[src/rtl/seq_serializer.sv]
// seq_serializer: parallel-to-serial front end feeding the sequence-detector din.
// Latency: first frame bit is on sout in the cycle after the accepting edge; WIDTH (+1 parity) bits per frame.
// Backpressure: pready is high only when idle or on the last bit of a frame, so back-to-back words go out gap-free.
//
// Ports:
//   clk        rising-edge clock
//   rst        synchronous reset, active-low
//   pdata      WIDTH-bit parallel word, captured when pvalid && pready
//   pvalid     upstream holds a word on pdata
//   pready     combinational; high in IDLE and on the final frame bit, 0 while rst is low
//   sout       registered serial data, IDLE_LVL between frames
//   sout_valid sout carries a frame bit (same as busy)
//   busy       a frame is being sent
//   done       1-cycle pulse on the final bit of a frame
//
// Optional feature: define SER_PARITY_EN to append a parity bit (^data ^ PARITY_ODD)
// after the data bits; done then pulses on the parity bit.

module seq_serializer #(
    parameter int WIDTH      = 8,
    parameter int MSB_FIRST  = 1,
    parameter int IDLE_LVL   = 0,
    parameter int PARITY_ODD = 0
) (
    input  logic             clk,
    input  logic             rst,
    input  logic [WIDTH-1:0] pdata,
    input  logic             pvalid,
    output logic             pready,
    output logic             sout,
    output logic             sout_valid,
    output logic             busy,
    output logic             done
);

    localparam int            CW       = $clog2(WIDTH) + 1;
    localparam logic [CW-1:0] LAST     = CW'(WIDTH - 1);
    localparam logic          IDLE_BIT = IDLE_LVL[0];

    typedef enum logic [1:0] {
        S_IDLE,
        S_SHIFT
`ifdef SER_PARITY_EN
        ,S_PAR
`endif
    } state_t;

    state_t           state_q, state_d;
    logic [WIDTH-1:0] shreg_q, shreg_d;
    logic [CW-1:0]    cnt_q, cnt_d;
    logic             sout_q, sout_d;
    logic             busy_q, busy_d;
    logic             done_q, done_d;
    logic             accept;

`ifdef SER_PARITY_EN
    logic par_q, par_d;
`else
    logic unused_par;
    assign unused_par = PARITY_ODD[0];
`endif

    // The final bit of a frame (done_q) frees the block so the next word can
    // follow on the very next cycle.
    assign pready     = rst && (state_q == S_IDLE || done_q);
    assign accept     = pready && pvalid;
    assign sout       = sout_q;
    assign busy       = busy_q;
    assign sout_valid = busy_q;
    assign done       = done_q;

    always_comb begin
        state_d = state_q;
        shreg_d = shreg_q;
        cnt_d   = cnt_q;
        sout_d  = sout_q;
        busy_d  = busy_q;
        done_d  = 1'b0;
`ifdef SER_PARITY_EN
        par_d   = par_q;
`endif
        if (accept) begin
            // First bit goes straight to the output flop; the shift register
            // holds only the bits still to be sent.
            state_d = S_SHIFT;
            cnt_d   = '0;
            busy_d  = 1'b1;
            if (MSB_FIRST != 0) begin
                sout_d  = pdata[WIDTH-1];
                shreg_d = {pdata[WIDTH-2:0], 1'b0};
            end else begin
                sout_d  = pdata[0];
                shreg_d = {1'b0, pdata[WIDTH-1:1]};
            end
`ifdef SER_PARITY_EN
            par_d = (^pdata) ^ PARITY_ODD[0];
`endif
        end else if (done_q || state_q == S_IDLE) begin
            state_d = S_IDLE;
            sout_d  = IDLE_BIT;
            busy_d  = 1'b0;
        end else if (state_q == S_SHIFT && cnt_q != LAST) begin
            // cnt_q is the index of the bit currently on sout.
            cnt_d = cnt_q + CW'(1);
            if (MSB_FIRST != 0) begin
                sout_d  = shreg_q[WIDTH-1];
                shreg_d = {shreg_q[WIDTH-2:0], 1'b0};
            end else begin
                sout_d  = shreg_q[0];
                shreg_d = {1'b0, shreg_q[WIDTH-1:1]};
            end
`ifndef SER_PARITY_EN
            done_d = (cnt_d == LAST);
`endif
        end
`ifdef SER_PARITY_EN
        else begin
            // Last data bit is on sout: parity bit closes the frame.
            state_d = S_PAR;
            sout_d  = par_q;
            done_d  = 1'b1;
        end
`endif
    end

    always_ff @(posedge clk) begin
        if (!rst) begin
            state_q <= S_IDLE;
            shreg_q <= '0;
            cnt_q   <= '0;
            sout_q  <= IDLE_BIT;
            busy_q  <= 1'b0;
            done_q  <= 1'b0;
`ifdef SER_PARITY_EN
            par_q   <= 1'b0;
`endif
        end else begin
            state_q <= state_d;
            shreg_q <= shreg_d;
            cnt_q   <= cnt_d;
            sout_q  <= sout_d;
            busy_q  <= busy_d;
            done_q  <= done_d;
`ifdef SER_PARITY_EN
            par_q   <= par_d;
`endif
        end
    end

endmodule

[config.mk]
export PLATFORM = sky130hd
export DESIGN_NAME = seq_serializer
export DESIGN_NICKNAME = d
export VERILOG_FILES = /design/src/rtl/seq_serializer.sv
export SDC_FILE = /design/constraint.sdc
export NUM_CORES = 1
export LEC_CHECK = 0
export ABC_AREA = 1
export ABC_CLOCK_PERIOD_IN_PS = 2050
export BUFFER_PORTS_ARGS = -buffer_cell sky130_fd_sc_hd__buf_4
export CAP_MARGIN = 5
export CORE_UTILIZATION = 55
export CTS_CLUSTER_SIZE = 20
export DETAILED_ROUTE_END_ITERATION = 10
export PLACE_DENSITY_LB_ADDON = 0.08
export SYNTH_ARGS = -nofsm -noshare
export SYNTH_HDL_FRONTEND = slang
export SYNTH_SLANG_ARGS = --single-unit
[constraint.sdc]
create_clock -name clk -period 2.05 [get_ports clk]
set_input_delay 0.205 -clock clk [delete_from_list [all_inputs] [get_ports clk]]
set_output_delay 0.205 -clock clk [all_outputs]
set_load 0.005 [all_outputs]
==> flow_summary_export.csv <==
group,metric,value,unit
yosys,yosys_most_used_dff,"dfxtp_1",
clock_tree,clockBufferDepth,2,
grt,grt_max_degree,14,
yosys,syn_area,753,um2
grt,grt_pass1_wl,2530,um
worst_setup_path,cp_data_arrival_time,1680,ps
route,firstDrtPassIters,5,
power_and_ir_drop,combPwrFrac,15.8,%
finish,syn_to_final_growth,13.5,%
finish,fin_nets,131,
finish,fill_cells,102,
route,wl,1540,um
yosys,syn-mean-instance-area,7.31,um2
power_and_ir_drop,clockPowerShare,29.6,%
power_and_ir_drop,totalPowerFinal,535,uW
place,hpwl,1120,um
sta,rsz0062_at_grt,"false",
power_and_ir_drop,p_sw,146,uW
place,place_congestion,0.783,
floorplan,rows,12,
power_and_ir_drop,swShare,27.3,%
yosys,ys_ff_latch,14,
route,ant_nets,0,
yosys,async_flop_share,0,%
yosys,yosysWarnings,0,
sta,finalMaxSlewViolations,0,
clock_tree,clock_tree.htree_level_count,1,
yosys,synth_seq_area_share,37.2,%
worst_setup_path,cp_max_fo,13,
clock_tree,cts_tree,"yes",
worst_setup_path,crit_path_end_kind,"flip-flop",
hold_path,hp-class,"input pin to flip-flop",
grt,grtUsageTotal,25.0,%
power_and_ir_drop,ir_drop,0.447,mV
route,met1_length,655,um
sta,slew_headroom,72.7,%
floorplan,initial_core_util,63.5,%
floorplan,die_height,39.0,um
yosys,post-synth-top-area-cell,"dfxtp_1",
run_status,status,"completed",
finish,drive_gt1_share,19.0,%
yosys,synth_fp_nets,116,
yosys,synth-edff-count,0,
yosys,yosys.cell_count.top_type,"nand2_1",
clock_tree,cts_made_buffers,3,
sta,hold_viol_final,0,
clock_tree,cts.sinks,14,
floorplan,dieArea,0.00152,mm2
clock_tree,clk_pin_slew,90,ps
route,drc_errors,0,
place,io_buffer_count,15,
finish,diodes,0,
sta,holdWs,170,ps
power_and_ir_drop,power_frac_seq,54.6,%
clock_tree,cts_setup_buffers,0,
power_and_ir_drop,power_density,626,mW/mm2
sta,final.setup_skew,14.8,ps
route,vias_per_cell,5.49,
floorplan,dieWidth,39.0,um
clock_tree,worstSkewPairLatency,290,ps
grt,first_global_vias,632,
clock_tree,clock-root-buffer,"clkbuf_4",
yosys,ys_types,19,
route,routedWlPerCell,11.8,um
sta,fin_crit,1440,ps
worst_setup_path,worst-setup-path-type,"flip-flop to flip-flop",
route,met2_length,742,um
route,top_layer,"met4",
clock_tree,postCtsResizedCells,0,
route,vias,714,
worst_setup_path,start_kind,"flip-flop",
yosys,synth_commonest_cells,"nand2_1, nand3_1, dfxtp_1",
sta,timing.fmax,695,MHz
sta,worst_slew_pin_slew,408,ps
floorplan,core_area,0.00119,mm2
sta,min_period_over_period,70.2,%
worst_setup_path,worstPathRequired,2300,ps
power_and_ir_drop,p_leak,0.000383,uW
yosys,syn_inst,103,
floorplan,io-pin-count,16,
run,maxCapViolCount,0,
power_and_ir_drop,power.internal,389,uW
clock_tree,cts_hold_buffers,0,
finish,postLayoutCoreUtil,72.0,%
yosys,yosysTopAreaCellShare,37.2,%
route,wl_met3,124,um
yosys,synthTopCellsByArea,"dfxtp_1, nand3_1, nand2_1",
grt,antenna_found_initial,0,
grt,overflow,0,
route,drtIter0Drc,33,
sta,setup_viol,0,
sta,fin_setup_tns,0,ps
## power by group through the flow
stage,logic (uW),clock network (uW),registers [uW]
final,84.7,158,292
after global routing,94.8,174,293
after CTS,84.6,163,292
after detailed placement,83.8,0,298
after global placement,82.0,0,298
after floorplan,61.1,0,297
## stage by stage
step | cell area [um2] | cells | setup WS (ps)
after global placement | 832 | 127 | 690
after floorplan | 753 | 103 | 920
after CTS | 855 | 130 | 620
after global routing | 855 | 130 | 470
final | 855 | 130 | 611
after detailed placement | 832 | 127 | 658
## layout by cell type, fill, tap and decap left out, drive strengths merged
cell    netlist  routed
a21oi        12      12
buf           4      15
clkbuf        1       3
clkinv        1       1
dfxtp        14      14
ha            2       2
inv          13      13
nand2        19      19
nand3        17      17
nand4         6       6
nor2          8       8
nor3          1       1
o21ai         3       3
or2           1       1
xor2          1       1
## registers in the layout, summed over array words and instances, names as in the netlist
signal and flops:
shreg_q 7, cnt_q 4, busy 1, done 1, sout 1
## final timing paths
| path | from | end | slack (ps) | cells after the start |
|---|---|---|---|---|
| worst max-delay path | done | sout | 610 | 8 |
| worst min-delay path | pdata[0] | shreg_q[1] | 170 | 3 |
| worst max register to register | done | sout | 610 | 8 |
| worst min register to register | shreg_q[3] | shreg_q[3] | 490 | 2 |
## kinds of logic after synthesis
family | count (synthesis) | share of synthesized area, %
flip-flops | 14 | 37.2
adder cells (fa/ha/maj) | 2 | 3.32
XOR/XNOR | 1 | 1.16
AO/OA/AOI/OAI | 15 | 9.97
buffers and inverters | 19 | 13.8
AND/OR/NAND/NOR | 52 | 34.6
## layout make-up
type	count	area, um2	share of cell area [%]
Tap cell	14	17.5	2.05
Inverter	14	52.6	6.15
Clock buffer	3	22.5	2.64
Multi-Input combinational cell	70	369	43.2
Timing Repair Buffer	15	113	13.2
Sequential cell	14	280	32.8
## metal layers
layer	track usage [%]	up-vias
met2	42.1	36
met3	11.6	3
met1	28.3	308
li1	-	367
met4	6.03	0
met5	0	-
## critical path: stages (launching register included)
cell	delay (ps)
dfxtp_1	400
inv_1	70
nand2_2	180
nand3_1	360
inv_1	170
nand2_1	60
nand2_1	60
nand2_1	50
inv_1	50
(Power assumes the default switching activity.)
